File: config.mk
export PLATFORM = sky130hd
export DESIGN_NAME = load_store_unit_flat
export DESIGN_NICKNAME = d
export VERILOG_FILES = /design/src/rtl/mips_lsu_pkg.sv /design/src/rtl/load_store_unit_if.sv /design/src/rtl/lsu_byte_lane.sv /design/src/rtl/load_store_unit.sv /design/src/flat_wrapper.sv
export SDC_FILE = /design/constraint.sdc
export NUM_CORES = 1
export LEC_CHECK = 0
export BUFFER_PORTS_ARGS = -buffer_cell sky130_fd_sc_hd__buf_2
export CORE_ASPECT_RATIO = 0.6
export CORE_MARGIN = 2
export CORE_UTILIZATION = 50
export CTS_BUF_LIST = sky130_fd_sc_hd__clkbuf_4 sky130_fd_sc_hd__clkbuf_8 sky130_fd_sc_hd__clkbuf_16
export CTS_CLUSTER_SIZE = 10
export DETAILED_ROUTE_END_ITERATION = 10
export GPL_TIMING_DRIVEN = 0
export HOLD_SLACK_MARGIN = 0.02
export PLACE_DENSITY = 0.79
export SLEW_MARGIN = 30
export SYNTH_ARGS = -nofsm -noshare
export SYNTH_HDL_FRONTEND = slang
export SYNTH_SLANG_ARGS = --single-unit
export TNS_END_PERCENT = 50
File: constraint.sdc
create_clock -name clk -period 5.2 [get_ports clk]
set_input_delay 0.52 -clock clk [delete_from_list [all_inputs] [get_ports clk]]
set_output_delay 0.52 -clock clk [all_outputs]
set_load 0.01 [all_outputs]
File: src/rtl/mips_lsu_pkg.sv
// rtl/mips_lsu_pkg.sv - shared size encodings and FSM state type for the load/store unit
package mips_lsu_pkg;

  localparam logic [1:0] SZ_BYTE = 2'b00;
  localparam logic [1:0] SZ_HALF = 2'b01;
  localparam logic [1:0] SZ_WORD = 2'b10;
  localparam logic [1:0] SZ_RSVD = 2'b11;

  typedef enum logic [1:0] {
    IDLE  = 2'b00,
    READ  = 2'b01,
    WRITE = 2'b10,
    RESP  = 2'b11
  } lsu_state_t;

endpackage

File: src/rtl/load_store_unit_if.sv
// rtl/load_store_unit_if.sv - CPU request/response and memory-side signal bundle
interface load_store_unit_if;
  logic        req_valid;
  logic        req_ready;
  logic        req_we;
  logic [1:0]  req_size;
  logic        req_unsigned;
  logic [31:0] req_addr;
  logic [31:0] req_wdata;
  logic        resp_valid;
  logic [31:0] resp_rdata;
  logic        resp_err;
  logic        MemRead;
  logic        MemWrite;
  logic [31:0] mem_address;
  logic [31:0] mem_wdata;
  logic [31:0] mem_rdata;

  // CPU side plus the memory model that answers reads
  modport master (
    output req_valid, req_we, req_size, req_unsigned, req_addr, req_wdata, mem_rdata,
    input  req_ready, resp_valid, resp_rdata, resp_err,
           MemRead, MemWrite, mem_address, mem_wdata
  );

  // The load/store unit itself
  modport slave (
    input  req_valid, req_we, req_size, req_unsigned, req_addr, req_wdata, mem_rdata,
    output req_ready, resp_valid, resp_rdata, resp_err,
           MemRead, MemWrite, mem_address, mem_wdata
  );
endinterface

File: src/rtl/lsu_byte_lane.sv
// rtl/lsu_byte_lane.sv - big-endian lane extract (with extension) and store merge
module lsu_byte_lane
  import mips_lsu_pkg::*;
(
  input  logic [31:0] rdata_i,
  input  logic [1:0]  offset_i,
  input  logic [1:0]  size_i,
  input  logic        unsigned_i,
  input  logic [15:0] wdata_i,
  output logic [31:0] load_data_o,
  output logic [31:0] merged_o
);

  logic [7:0]  byte_sel;
  logic [15:0] half_sel;

  // Pick the addressed lane; offset 0 is the most significant byte
  always_comb begin
    byte_sel = 8'h00;
    case (offset_i)
      2'd0: byte_sel = rdata_i[31:24];
      2'd1: byte_sel = rdata_i[23:16];
      2'd2: byte_sel = rdata_i[15:8];
      2'd3: byte_sel = rdata_i[7:0];
      default: byte_sel = 8'h00;
    endcase
    half_sel = offset_i[1] ? rdata_i[15:0] : rdata_i[31:16];
  end

  // Extend the selected lane; word loads pass straight through
  always_comb begin
    load_data_o = 32'h0;
    case (size_i)
      SZ_BYTE: load_data_o = unsigned_i ? {24'h0, byte_sel} : {{24{byte_sel[7]}}, byte_sel};
      SZ_HALF: load_data_o = unsigned_i ? {16'h0, half_sel} : {{16{half_sel[15]}}, half_sel};
      SZ_WORD: load_data_o = rdata_i;
      default: load_data_o = 32'h0;
    endcase
  end

  // Replace only the addressed lanes of the old word with the store data
  always_comb begin
    merged_o = rdata_i;
    case (size_i)
      SZ_BYTE: begin
        case (offset_i)
          2'd0: merged_o[31:24] = wdata_i[7:0];
          2'd1: merged_o[23:16] = wdata_i[7:0];
          2'd2: merged_o[15:8]  = wdata_i[7:0];
          2'd3: merged_o[7:0]   = wdata_i[7:0];
          default: merged_o = rdata_i;
        endcase
      end
      SZ_HALF: begin
        if (offset_i[1]) merged_o[15:0] = wdata_i;
        else             merged_o[31:16] = wdata_i;
      end
      default: merged_o = rdata_i;
    endcase
  end

endmodule

File: src/rtl/load_store_unit.sv
// rtl/load_store_unit.sv - load/store FSM with RMW sub-word stores; LSU_BOUNDS_CHECK_EN adds a bounds fault
module load_store_unit
  import mips_lsu_pkg::*;
#(
  parameter int MEM_BYTES = 1096
) (
  input logic              clk,
  input logic              rst,
  load_store_unit_if.slave bus
);

  lsu_state_t  state_q;
  logic [1:0]  offset_q;
  logic [1:0]  size_q;
  logic        unsigned_q;
  logic        we_q;
  logic [15:0] wdata_q;
  logic        mem_read_q;
  logic        mem_write_q;
  logic [31:0] mem_address_q;
  logic [31:0] mem_wdata_q;
  logic        resp_valid_q;
  logic        resp_err_q;
  logic [31:0] resp_rdata_q;

  logic        req_fault;
  logic [31:0] lane_load;
  logic [31:0] lane_merged;

  lsu_byte_lane u_lane (
    .rdata_i     (bus.mem_rdata),
    .offset_i    (offset_q),
    .size_i      (size_q),
    .unsigned_i  (unsigned_q),
    .wdata_i     (wdata_q),
    .load_data_o (lane_load),
    .merged_o    (lane_merged)
  );

  // Classify the incoming request as faulting (misaligned, reserved size, out of range)
  always_comb begin
    req_fault = 1'b0;
    case (bus.req_size)
      SZ_BYTE: req_fault = 1'b0;
      SZ_HALF: req_fault = bus.req_addr[0];
      SZ_WORD: req_fault = |bus.req_addr[1:0];
      default: req_fault = 1'b1;
    endcase
`ifdef LSU_BOUNDS_CHECK_EN
    if (({1'b0, bus.req_addr[31:2], 2'b00} + 33'd3) >= 33'(MEM_BYTES)) req_fault = 1'b1;
`endif
  end

  // Request sequencing: accept, memory phases, one-cycle response
  always_ff @(posedge clk) begin
    if (rst) begin
      state_q       <= IDLE;
      offset_q      <= 2'd0;
      size_q        <= SZ_BYTE;
      unsigned_q    <= 1'b0;
      we_q          <= 1'b0;
      wdata_q       <= 16'h0;
      mem_read_q    <= 1'b0;
      mem_write_q   <= 1'b0;
      mem_address_q <= 32'h0;
      mem_wdata_q   <= 32'h0;
      resp_valid_q  <= 1'b0;
      resp_err_q    <= 1'b0;
      resp_rdata_q  <= 32'h0;
    end else begin
      case (state_q)
        IDLE: begin
          if (bus.req_valid) begin
            offset_q      <= bus.req_addr[1:0];
            size_q        <= bus.req_size;
            unsigned_q    <= bus.req_unsigned;
            we_q          <= bus.req_we;
            wdata_q       <= bus.req_wdata[15:0];
            mem_address_q <= {bus.req_addr[31:2], 2'b00};
            if (req_fault) begin
              state_q      <= RESP;
              resp_valid_q <= 1'b1;
              resp_err_q   <= 1'b1;
              resp_rdata_q <= 32'h0;
            end else if (bus.req_we && bus.req_size == SZ_WORD) begin
              state_q     <= WRITE;
              mem_write_q <= 1'b1;
              mem_wdata_q <= bus.req_wdata;
            end else begin
              state_q    <= READ;
              mem_read_q <= 1'b1;
            end
          end
        end
        READ: begin
          mem_read_q <= 1'b0;
          if (we_q) begin
            state_q     <= WRITE;
            mem_write_q <= 1'b1;
            mem_wdata_q <= lane_merged;
          end else begin
            state_q      <= RESP;
            resp_valid_q <= 1'b1;
            resp_rdata_q <= lane_load;
          end
        end
        WRITE: begin
          state_q      <= RESP;
          mem_write_q  <= 1'b0;
          resp_valid_q <= 1'b1;
          resp_rdata_q <= 32'h0;
        end
        RESP: begin
          state_q      <= IDLE;
          resp_valid_q <= 1'b0;
          resp_err_q   <= 1'b0;
          resp_rdata_q <= 32'h0;
        end
        default: state_q <= IDLE;
      endcase
    end
  end

  assign bus.req_ready   = (state_q == IDLE);
  assign bus.resp_valid  = resp_valid_q;
  assign bus.resp_err    = resp_err_q;
  assign bus.resp_rdata  = resp_rdata_q;
  assign bus.MemRead     = mem_read_q;
  assign bus.MemWrite    = mem_write_q;
  assign bus.mem_address = mem_address_q;
  assign bus.mem_wdata   = mem_wdata_q;

endmodule

File: src/flat_wrapper.sv
// flat-port wrapper written by rule: the top's interface ports become plain ports
module load_store_unit_flat import mips_lsu_pkg::*;
#(
  parameter int MEM_BYTES = 1096
)
  (clk, rst, bus_req_valid, bus_req_we, bus_req_size, bus_req_unsigned, bus_req_addr, bus_req_wdata, bus_mem_rdata, bus_req_ready, bus_resp_valid, bus_resp_rdata, bus_resp_err, bus_MemRead, bus_MemWrite, bus_mem_address, bus_mem_wdata);
  load_store_unit_if bus_i ();
  input logic clk;
  input logic rst;
  input wire logic [$bits(bus_i.req_valid)-1:0] bus_req_valid;
  input wire logic [$bits(bus_i.req_we)-1:0] bus_req_we;
  input wire logic [$bits(bus_i.req_size)-1:0] bus_req_size;
  input wire logic [$bits(bus_i.req_unsigned)-1:0] bus_req_unsigned;
  input wire logic [$bits(bus_i.req_addr)-1:0] bus_req_addr;
  input wire logic [$bits(bus_i.req_wdata)-1:0] bus_req_wdata;
  input wire logic [$bits(bus_i.mem_rdata)-1:0] bus_mem_rdata;
  output wire logic [$bits(bus_i.req_ready)-1:0] bus_req_ready;
  output wire logic [$bits(bus_i.resp_valid)-1:0] bus_resp_valid;
  output wire logic [$bits(bus_i.resp_rdata)-1:0] bus_resp_rdata;
  output wire logic [$bits(bus_i.resp_err)-1:0] bus_resp_err;
  output wire logic [$bits(bus_i.MemRead)-1:0] bus_MemRead;
  output wire logic [$bits(bus_i.MemWrite)-1:0] bus_MemWrite;
  output wire logic [$bits(bus_i.mem_address)-1:0] bus_mem_address;
  output wire logic [$bits(bus_i.mem_wdata)-1:0] bus_mem_wdata;
  assign bus_i.req_valid = bus_req_valid;
  assign bus_i.req_we = bus_req_we;
  assign bus_i.req_size = bus_req_size;
  assign bus_i.req_unsigned = bus_req_unsigned;
  assign bus_i.req_addr = bus_req_addr;
  assign bus_i.req_wdata = bus_req_wdata;
  assign bus_i.mem_rdata = bus_mem_rdata;
  assign bus_req_ready = bus_i.req_ready;
  assign bus_resp_valid = bus_i.resp_valid;
  assign bus_resp_rdata = bus_i.resp_rdata;
  assign bus_resp_err = bus_i.resp_err;
  assign bus_MemRead = bus_i.MemRead;
  assign bus_MemWrite = bus_i.MemWrite;
  assign bus_mem_address = bus_i.mem_address;
  assign bus_mem_wdata = bus_i.mem_wdata;
  load_store_unit #(.MEM_BYTES(MEM_BYTES)) u_core (.clk(clk), .rst(rst), .bus(bus_i));
endmodule
After elaboration in Yosys (flattened, before gate mapping)
Index checks and enable logic that the tools add are counted.

Equal/unequal tests: 17. Multiplexer cells: 41. Reduce and logical (&&, ||, !) cells: 16.

Operators by type and width (number): two-way mux 32 bit (9); one-hot mux 32 bit (3 select lines) (2); one-hot mux 32 bit (2 select lines) (2); two-way mux 16 bit (3); two-way mux 8 bit (4); one-hot mux 8 bit (4 select lines) (1); equality test 2 bit (second input constant) (6); two-way mux 1 bit (11); AND reduction 5 bit (2); equality test 2 x 1 -> 1 bit (second input constant) (4); zero test 2 bit (4); inequality test 2 bit (second input constant) (4); one-hot mux 2 bit (4 select lines) (1); two-way mux 2 bit (3); inequality test 2 x 1 -> 1 bit (second input constant) (3); one-hot mux 1 bit (3 select lines) (2); AND reduction 3 bit (2); one-hot mux 1 bit (2 select lines) (2); one-hot mux 1 bit (4 select lines) (1); AND reduction 4 bit (1); nonzero test 2 bit (2); OR reduction 2 bit (2); nonzero test 3 bit (1); AND reduction 2 bit (1); logical AND 1 bit (1).

Flip-flop bits (word level): 122.

Longest topological paths before layout
Gate-level depths: netlist of the first run.

Word-level depth: 6. Depth in mapped cells: 8. Depth with buffers taken out: 6.

By module
Synthesis of the first run repeated with hierarchy kept, for this count alone.

Cell total of the unflattened synthesis: 745. Area total of the unflattened synthesis: 6653.9 um2.

Modules (own cells, without submodules): load_store_unit (instances 1, cells an instance 540, area an instance 4964.8 um2, seq. area each 2442.3 um2); lsu_byte_lane (instances 1, cells an instance 205, area an instance 1689.1 um2, seq. area each 0.0 um2).

Worst setup path after synthesis of the first run
OpenSTA, ideal clock, no wires.

Path type: flip-flop to flip-flop. Start: register u_core.state_q[1]. End: register u_core.resp_rdata_q[2], in the netlist u_core.bus.resp_rdata[2]. Setup time: 117 ps. Arrival: 1677 ps. Required time: 5083 ps. Setup slack: 3407 ps. Stages on the path, launching flop included: 8. Cell sequence: dfxtp_1 inv_1 ha_1 clkbuf_2 a21bo_2 o311a_1 clkbuf_1 a22o_1.

Longest elaborated chain between the ends: 3. Elaborated cells on any way between the ends: 10. Classes of those cells: eq/ne (6); mux (1); reduce/logical (3).

RTL lines: from (decl) (RTL line load_store_unit.sv:12) `lsu_state_t state_q;`; from (signal assigned) (RTL line load_store_unit.sv:57) `state_q <= IDLE;`; from (signal assigned) (RTL line load_store_unit.sv:81) `state_q <= RESP;`; from (signal assigned) (RTL line load_store_unit.sv:86) `state_q <= WRITE;`; equality test 2 bit (tied with other cells) (RTL line load_store_unit.sv:71) `case (state_q)`; OR reduction 2 bit (no source line) (tied with other cells); one-hot mux 32 bit (3 select lines) / AND reduction 3 bit (equally long branches); to (signal assigned) (RTL line load_store_unit.sv:104) `resp_rdata_q <= lane_load;`; to (decl) (RTL line load_store_unit.sv:24) `logic [31:0] resp_rdata_q;`.

Several ways; a longest one is shown, not always the timed one. A chain may end at the register's enable or synchronous reset.

Worst setup path after layout of the first run
Start: register u_core.state_q[1]. End: register u_core.mem_wdata_q[28], in the netlist u_core.bus.mem_wdata[28].

Longest elaborated chain between the ends: 3. Elaborated cells on any way between the ends: 9. Classes of those cells: eq/ne (5); mux (1); reduce/logical (3).

RTL lines: equality test 2 x 1 -> 1 bit / zero test 2 bit (equally long branches) (RTL line load_store_unit.sv:71); inequality test 2 x 1 -> 1 bit (no source line) (tied with other cells); AND reduction 5 bit (no source line); to (signal assigned) (RTL line load_store_unit.sv:88) `mem_wdata_q <= bus.req_wdata;`; to (signal assigned) (RTL line load_store_unit.sv:100) `mem_wdata_q <= lane_merged;`; to (decl) (RTL line load_store_unit.sv:21) `logic [31:0] mem_wdata_q;`.

Several ways; a longest one is shown, not always the timed one.

==> metrics, run 1 <==
DP Worst Slack=2820 ps; most common cell in the netlist=nand2_1; min-delay src=bus_req_addr[23]; Period Utilization, post-route=0.475; status=finished clean; CTS Hold Bufs=0; Slew headroom=0.445; DRC=0; Total Routing Usage GR=0.338; Synth Warn #=0; setup slack after layout=2730 ps; Rows=31; clk root buf=clkbuf_16; WL per Instance=19.5 um; final hold vios=0; top area cells in the synthesized netlist=dfxtp_1 (38%), nand2_1 (9.2%), a21oi_1 (5.5%), o21ai_0 (3.4%), o211ai_1 (3.0%); Hold WS=320 ps; routed via count=7,278; setup TNS=0 ps; Layout area overhead=28.9%; ys flop type=dfxtp_1; CTS tree=built; vias in the first global route=6,566; fmax=405 MHz; Die H=91.6 um; clock share of power=0.274; post-route ant nets=0; Worst Tran Pin Value=829 ps; Post-synth EDFFs=0; logic gate share of total power=0.440; LEAKAGE=3.49 nW; WP data required=5480 ps; Flop pwr share=0.286; HPWL Detailed=17,700 um; Port Buf Inserts=200; Fin Clk Skew=14.3 ps; syn avg cell area=8.00 um^2; Setup crit start kind=flop; Register-to-Register Path Depth=8; first-pass GRT wire length=35,900 um; Hold Path Depth=3; Max Cap Violations=0; Seq/Total Area, Yosys=0.382; internal power=2.75 mW; IO Count=204; Arrival @ worst endpoint=2750 ps; Tmin final=2470 ps; Hold Path Class=primary input to flop; Non-Filler Instances=1,198; htree depth=4; post-CTS setup buffer count=0; R2R Path End=u_core.bus.mem_wdata[28]; initial antenna violation count=0; Die W=150 um; Hold EP=u_core.bus.mem_address[23]; worst IR drop on VDD=0.304 mV; Overflow after GRT=0; worst skew pair latency=430 ps; Reg clk slew, reported paths=60 ps; PD cells=567 nW/um^2; placed insts=1,166; clock buffer count from CTS=17; Placer Congestion=0.981; layout cells sized above 1=0.280; synth unique cells=63; R2R Setup Slk=2730 ps; Switching Share=0.412; Post-Synthesis Cells=800; largest net degree at the start of global routing=17; Initial DRC Count=801; post-CTS sizing=0; fin. max-slew vios=0; routed vias/inst=6.08; Setup-failing EPs final=0; crit end category=flop; clk buf depth=2; #FFs+latches synth=122; Synth top area share=0.382; Yosys top cell by area=dfxtp_1; fin nets=1,127; DRT Pass-1 Iters=5; switching power=1.93 mW; total core area=12,300 um^2; final wirelength=23,400 um; Mapped Area=6400 um^2; critical path class=flop to flop; diodes inserted=0; top cells by count, synth=nand2_1 (157), dfxtp_1 (122), a21oi_1 (70), clkbuf_1 (45), o21ai_0 (44); clk sinks=122; Async S/R FF share, synth=0; reg-to-reg startpoint=u_core.state_q[1]; RSZ-0062 raised after global routing=no; Initial Util=0.522; die area=13,800 um^2; crit-path max FO=10
[layer usage]
metal,part of all wire,GRT usage,vias up
met4,0.018,0.0967,0
met1,0.45,0.488,3406
li1,-,-,3348
met2,0.40,0.460,477
met3,0.14,0.133,47
met5,0,0,-
[layout make-up]
class,instances,area (um^2)
Clock inverter,11,168
Inverter,11,41.3
Multi-Input combinational cell,588,3540
Tap cell,165,206
Clock buffer,21,468
Sequential cell,122,2440
Fill cell,1095,4010
Buffer,80,380
Timing Repair Buffer,200,1000
[state kept, by name, summed over array words and instances (netlist names)]
signal	flops
u_core.bus.MemRead	1
u_core.bus.MemWrite	1
u_core.bus.mem_address	30
u_core.bus.mem_wdata	32
u_core.bus.resp_err	1
u_core.bus.resp_rdata	32
u_core.bus.resp_valid	1
u_core.offset_q	2
u_core.size_q	2
u_core.state_q	2
u_core.unsigned_q	1
u_core.wdata_q	16
u_core.we_q	1
[power groups by stage]
stage	clock [mW]	combinational [mW]	sequential [mW]
floorplan	0	1.22	1.42
global placement	0	1.96	1.34
detailed placement	0	1.99	1.35
CTS	1.28	2.00	1.33
global route	1.33	2.22	1.36
finish	1.28	2.06	1.34
[logic make-up after synthesis]
kind of cell | after synthesis | synth area share
compound gates | 294 | 0.314
fa+ha+maj | 4 | 0.00782
buf+inv | 91 | 0.0659
flops | 122 | 0.382
mux | 20 | 0.0375
other cells | 1 | 0.000586
simple gates | 268 | 0.193
[cell usage in the layout (no fill, tap or decap), types with 4 or more instances in the layout]
master | Yosys | final
buf_2 | 18 | 218
nand2_1 | 157 | 157
dfxtp_1 | 122 | 122
a21oi_1 | 70 | 70
clkbuf_1 | 45 | 45
o21ai_0 | 44 | 44
o21ai_1 | 32 | 32
nor2_1 | 32 | 32
o211ai_1 | 26 | 26
nor2b_1 | 25 | 25
nand3_1 | 18 | 18
a2bb2oi_1 | 17 | 17
clkbuf_16 | 0 | 17
a311o_1 | 16 | 16
a221oi_1 | 15 | 15
inv_1 | 10 | 10
nand2b_1 | 10 | 10
a22o_1 | 10 | 10
mux2i_1 | 9 | 9
a211oi_1 | 7 | 7
a22oi_1 | 7 | 7
o22ai_1 | 7 | 7
nor3_1 | 7 | 7
buf_1 | 6 | 6
mux2_2 | 6 | 6
o21bai_1 | 6 | 6
a31oi_1 | 6 | 6
o2111ai_1 | 6 | 6
buf_6 | 5 | 5
buf_4 | 5 | 5
mux2_4 | 4 | 4
nor4b_1 | 4 | 4
nand3b_1 | 4 | 4
ha_1 | 4 | 4
bufinv_16 | 0 | 4
[how the worst max path moves through the flow]
stage | startpoint | to | depth (start not counted)
after global routing | u_core.state_q[1] | u_core.bus.mem_wdata[28] | 8
after CTS | u_core.state_q[1] | u_core.size_q[0] | 8
after detailed placement | u_core.state_q[1] | u_core.size_q[0] | 8
final | u_core.state_q[1] | u_core.bus.mem_wdata[28] | 8
after global placement | u_core.state_q[1] | u_core.bus.mem_wdata[28] | 8
after floorplan | u_core.state_q[1] | u_core.bus.resp_rdata[2] | 7
[critical path: stages (launching register included)]
cell	delay, ps
dfxtp_1	350
inv_1	100
ha_1	140
clkbuf_2	160
buf_4	190
clkbuf_1	410
inv_1	180
a221oi_1	620
o21ai_1	160
[metrics by stage]
stage | total power [mW] | instance area, um^2 | util
2_1_floorplan | 2.63 | 6400 | -
3_3_place_gp | 3.30 | 7610 | 0.621
3_5_place_dp | 3.34 | 7610 | 0.621
4_1_cts | 4.61 | 8250 | 0.673
5_1_grt | 4.91 | 8250 | 0.673
6_report | 4.68 | 8250 | 0.673
No activity file was read; power rests on OpenSTA's default activity.
==> run 2: changes to the inputs <==
Settings changed: ABC_AREA from default to 1, CORE_UTILIZATION 50 to 46, PLACE_DENSITY 0.79 to 0.76.
Clock period 5.2 ns to 2.1 ns, I/O delays scaled along.
==> run 2 against run 1 <==
Effect of this change:
- synthesized cell count grew 23%
- worst setup slack lost 2600 ps
- synthesized area shrank 1.3%
- first-iteration DRC count grew 4.2%
- clock-buffer cell count shrank 2
- sequential power grew 130%
- clock skew shrank 4.6 ps
- core utilization shrank 7.0 points
- total power grew 120%
- clock power grew 140%
- largest cell class unchanged
==> metrics, run 2 <==
status=finished clean; Yosys top cell by area=dfxtp_1; CTS tree=built; clk root buf=clkbuf_16; routed via count=7,381; Finished Cell Area=8170 um^2; htree depth=4; total core area=13,500 um^2; initial antenna violation count=0; Critical Path Sink=u_core.bus.mem_wdata[29]; Register-to-Register Path Depth=7; final hold vios=0; Die W=155 um; post-route ant nets=0; Rows=33; IO Count=204; Setup crit start kind=flop; top area cells in the synthesized netlist=dfxtp_1 (39%), nand2_1 (18%), nor2_1 (7.8%), o21ai_0 (6.8%), a21oi_1 (6.4%); setup slack after layout=84.4 ps; worst skew pair latency=420 ps; top cells by count, synth=nand2_1 (296), nor2_1 (131), dfxtp_1 (122), o21ai_0 (86), a21oi_1 (81); Worst Setup SP=u_core.state_q[1]; Worst Tran Pin Value=709 ps; routed vias/inst=5.30; Synth Warn #=0; Slew headroom=0.527; Mapped Area=6320 um^2; first-pass GRT wire length=34,800 um; placed insts=1,360; largest net degree at the start of global routing=17; Non-Filler Instances=1,392; Layout area overhead=29.2%; vias in the first global route=6,667; WL per Instance=16.0 um; Placer Congestion=0.956; crit-path max FO=10; Post-Synthesis Cells=984; R2R Setup Slk=80 ps; synth unique cells=29; clk sinks=122; final wirelength=22,200 um; Arrival @ worst endpoint=2290 ps; WP data required=2370 ps; Synth top area share=0.387; layout cells sized above 1=0.256; most common cell in the netlist=nand2_1; PD cells=1260 nW/um^2; commonest non-fill, non-tap cell in the layout=nand2_1; Tmin final=2020 ps; DP Worst Slack=23.7 ps; HPWL Detailed=17,300 um; ys flop type=dfxtp_1; LEAKAGE=4.04 nW; Reg clk slew, reported paths=60 ps; Layout fillers=1,339; #FFs+latches synth=122; Placed Area=7540 um^2; overall power=10.2 mW; Total Routing Usage GR=0.306; Setup-failing EPs final=0; Die H=94.8 um; Initial DRC Count=835; Port Buf Inserts=200; clk buf depth=2; diodes inserted=0; Fin Clk Skew=9.76 ps; Async S/R FF share, synth=0; Period Utilization, post-route=0.960; clock buffer count from CTS=17; DRT Pass-1 Iters=5; Initial Util=0.467; fmax=496 MHz; RSZ-0062 raised after global routing=yes; setup TNS=0 ps; die area=14,700 um^2; R2R Path End=u_core.bus.mem_wdata[29]; critical path class=flop to flop; syn avg cell area=6.42 um^2; Seq/Total Area, Yosys=0.387; Max Cap Violations=0; crit end category=flop; post-CTS setup buffer count=0; fin. max-slew vios=0; Hold Path Class=primary input to flop; DRC=0; fin nets=1,311; Post-synth EDFFs=0; Overflow after GRT=0; worst IR drop on VDD=0.623 mV; most frequent cells in the layout=nand2_1 (296), buf_2 (223), nor2_1 (130), dfxtp_1 (122), o21ai_0 (86); reg-to-reg startpoint=u_core.state_q[1]
-- run 2: cell types whose count changed in the layout (fill, tap and decap cells not counted), sizes merged, moves of 17 or more --
| cell | before | now |
|---|---|---|
| nand2 | 157 | 301 |
| nor2 | 33 | 144 |
| inv | 11 | 67 |
| nand3 | 18 | 56 |
| nor2b | 25 | 0 |
| a2bb2oi | 17 | 0 |
-- run 2: final cells by class --
class                   count  area (um^2)  share of cell area
multi-input cells         734         3330               0.408
flip-flops and latches    122         2440               0.299
repair buffers            200         1000               0.123
clock buffers              19          447              0.0547
plain buffers              64          312              0.0382
inverters                  65          244              0.0299
well taps                 175          219              0.0268
clock inverters            13          166              0.0204
-- run 2: report_power, final --
| group | internal, mW | switching (mW) |
|---|---|---|
| clock network | 1.92 | 1.12 |
| logic | 1.38 | 2.77 |
| registers | 2.81 | 0.258 |
| total | 6.11 | 4.14 |
-- run 2: worst min path at each step --
stage | startpoint | to | depth (start not counted)
after floorplan | bus_req_addr[10] | u_core.bus.mem_address[10] | 2
after global placement | u_core.bus.resp_rdata[26] | u_core.bus.resp_rdata[26] | 2
after detailed placement | u_core.bus.mem_wdata[29] | u_core.bus.mem_wdata[29] | 2
after CTS | bus_req_addr[11] | u_core.bus.mem_address[11] | 3
after global routing | bus_req_addr[8] | u_core.bus.mem_address[8] | 3
final | bus_req_addr[13] | u_core.bus.mem_address[13] | 3
-- run 2: repair_timing --
item	4_1_cts	5_1_grt
resized for setup	1	7
setup endpoints to repair	10	19
hold buffers	0	0
-- run 2: kinds of logic after synthesis --
| logic type | synth area share |
|---|---|
| buffers and inverters | 0.0871 |
| other | 0.000593 |
| and+or+nand+nor | 0.345 |
| adders and majority gates | 0.00792 |
| AOI/OAI and AO/OA | 0.173 |
| DFF | 0.387 |
-- run 2: critical path, stage by stage, from the launching register on --
cell and delay [ps]:
dfxtp_1 340, inv_1 90, ha_1 210, buf_2 280, clkbuf_1 450, nand4_1 300, nand2_1 140, a21oi_1 60
-- run 2: metal layers --
metal / vias to the layer above / GRT usage / share of wire
met5: - / 0 / 0
met4: 0 / 0.0650 / 0.016
met3: 35 / 0.0890 / 0.12
met2: 370 / 0.440 / 0.39
met1: 3368 / 0.450 / 0.48
li1: 3608 / - / -
-- run 2: stage by stage --
stage,utilization,hold WS [ps]
after floorplan,-,377
after global placement,0.557,450
after detailed placement,0.557,454
after CTS,0.602,38.6
after global routing,0.603,60.6
final,0.603,43.4
==> run 3: changes to the inputs <==
--- a/config.mk
+++ b/config.mk
@@ -18,2 +18,3 @@
 export PLACE_DENSITY = 0.76
+export REMOVE_ABC_BUFFERS = 1
 export SLEW_MARGIN = 30
==> constraint.sdc (replaced) <==
create_clock -name clk -period 2.1 [get_ports clk]
set_input_delay 0.42 -clock clk [delete_from_list [all_inputs] [get_ports clk]]
set_output_delay 0.42 -clock clk [all_outputs]
set_load 0.01 [all_outputs]
==> run 3 against run 2 <==
Effect of this change:
- wire length rose by 1.0%
- non-clock buffer count fell by 45
- hold slack better by 200 ps
- critical path depth rose by 2
- cell count decreased by 2.6%
- design area increased by 1.8%
- clock skew fell by 0.97 ps
- global-route usage fell by 0.15 points
- total power is 3.8% higher
- register-to-register slack better by 20 ps
- core utilization is 1.1 points higher
- die area is the same
- largest cell class unchanged
- highest routed layer unchanged
==> metrics, run 3 (synthesis results as in run 2) <==
status=finished clean; Initial DRC Count=863; Overflow after GRT=0; most frequent cells in the layout=nand2_1 (295), buf_2 (200), nor2_1 (128), dfxtp_1 (119), o21ai_0 (86); clk sinks=122; Placer Congestion=0.928; LEAKAGE=4.01 nW; Rows=33; Non-Filler Instances=1,356; worst skew pair latency=420 ps; initial antenna violation count=1; R2R Setup Slk=100 ps; vias in the first global route=6,713; Setup-failing EPs final=0; placed insts=1,299; fin. max-slew vios=0; Hold Path Depth=3; Register-to-Register Path Depth=9; HPWL Detailed=13,700 um; Arrival @ worst endpoint=2350 ps; clk buf depth=2; DRC=0; crit-path max FO=35; Hold Path Class=primary input to flop; routed vias/inst=5.42; Layout area overhead=31.6%; die area=14,700 um^2; fmax=500 MHz; Port Buf Inserts=201; Setup crit start kind=flop; post-route ant nets=0; Total Routing Usage GR=0.304; R2R Path End=u_core.bus.mem_wdata[26]; Tmin final=2000 ps; fin nets=1,274; layout cells sized above 1=0.269; CTS Hold Bufs=0; Die W=155 um; WL per Instance=16.6 um; Slew headroom=0.598; commonest non-fill, non-tap cell in the layout=nand2_1; WL met2=9300 um; Max Cap Violations=0; first-pass GRT wire length=34,800 um; reg-to-reg startpoint=u_core.state_q[1]; Worst Tran Pin Value=597 ps; routed via count=7,356; Period Utilization, post-route=0.952; Die H=94.8 um; PD cells=1280 nW/um^2; M1 WL=9920 um; Fin Clk Skew=8.79 ps; Top Layer Used=met4; RSZ-0062 raised after global routing=yes; largest net degree at the start of global routing=51; Hold EP=u_core.bus.mem_address[15]; final wirelength=22,500 um; Reg clk slew, reported paths=60 ps; DRT Pass-1 Iters=7; WL met3=2870 um; worst IR drop on VDD=0.704 mV; crit end category=flop; min-delay src=bus_req_addr[15]; Hold WS=247 ps; WP data required=2450 ps; IO Count=204; final hold vios=0; clk root buf=clkbuf_16; total core area=13,500 um^2; CTS tree=built; critical path class=flop to flop; Initial Util=0.467; clock buffer count from CTS=17; htree depth=4
==> run 3: cell type report <==
type                            count  area [um^2]
Antenna cell                        1         2.50
Timing Repair Buffer              219         1250
Tap cell                          175          219
Inverter                           65          262
Clock buffer                       17          425
Sequential cell                   122         2450
Clock inverter                     15          168
Fill cell                        1290         5230
Multi-Input combinational cell    741         3540
Timing Repair inverter              1         5.00
==> run 3: where the power goes <==
part,internal (mW),total (mW),switching (mW)
Combinational,1.55,4.55,3.00
Clock,1.77,2.98,1.21
Sequential,2.81,3.11,0.299
==> run 3: critical path: stages, from the launching register on <==
cell and delay [ps]:
dfxtp_1 330, inv_1 160, ha_4 290, nand2_8 190
a21oi_4 250, buf_12 170, nand3_4 190, nor2_2 140
nand2_1 60, a21oi_1 110
==> run 3: how the worst max path moves through the flow <==
stage | from | slack (ps) | to | cells after the start
final | u_core.state_q[1] | 100 | u_core.bus.mem_wdata[26] | 9
after CTS | u_core.state_q[0] | 0.1 | u_core.bus.MemRead | 7
after detailed placement | u_core.state_q[0] | -850 | u_core.bus.mem_wdata[4] | 8
after global placement | u_core.state_q[1] | -2010 | u_core.bus.mem_wdata[15] | 9
after global routing | u_core.state_q[1] | -0.8 | u_core.bus.mem_wdata[26] | 9
after floorplan | u_core.state_q[1] | -680 | u_core.bus.mem_wdata[0] | 9
==> run 3: per-stage QoR <==
stage / setup TNS, ps / area [um^2] / setup slack, ps / util / power [mW]
final: 0 / 8320 / 101 / 0.614 / 10.6
after global routing: -0.765 / 8310 / -0.765 / 0.614 / 11.3
after global placement: -194590 / 7240 / -2010 / 0.535 / 6.79
after CTS: 0 / 8180 / 0.103 / 0.604 / 10.4
after detailed placement: -48880 / 7320 / -847 / 0.541 / 6.89
after floorplan: -39500 / 6020 / -678 / - / 5.54
==> run 3: repair_timing <==
action	4_1_cts	5_1_grt
endpoints found under the setup margin	105	55
pin swaps	4	4
gates cloned	6	2
buffers inserted	9	7
gates resized for setup	22	7
==> run 3: per-layer routing <==
layer / up-vias / global-route usage
met3: 44 / 0.108
li1: 3552 / -
met4: 0 / 0.0833
met5: - / 0
met1: 3306 / 0.410
met2: 454 / 0.464
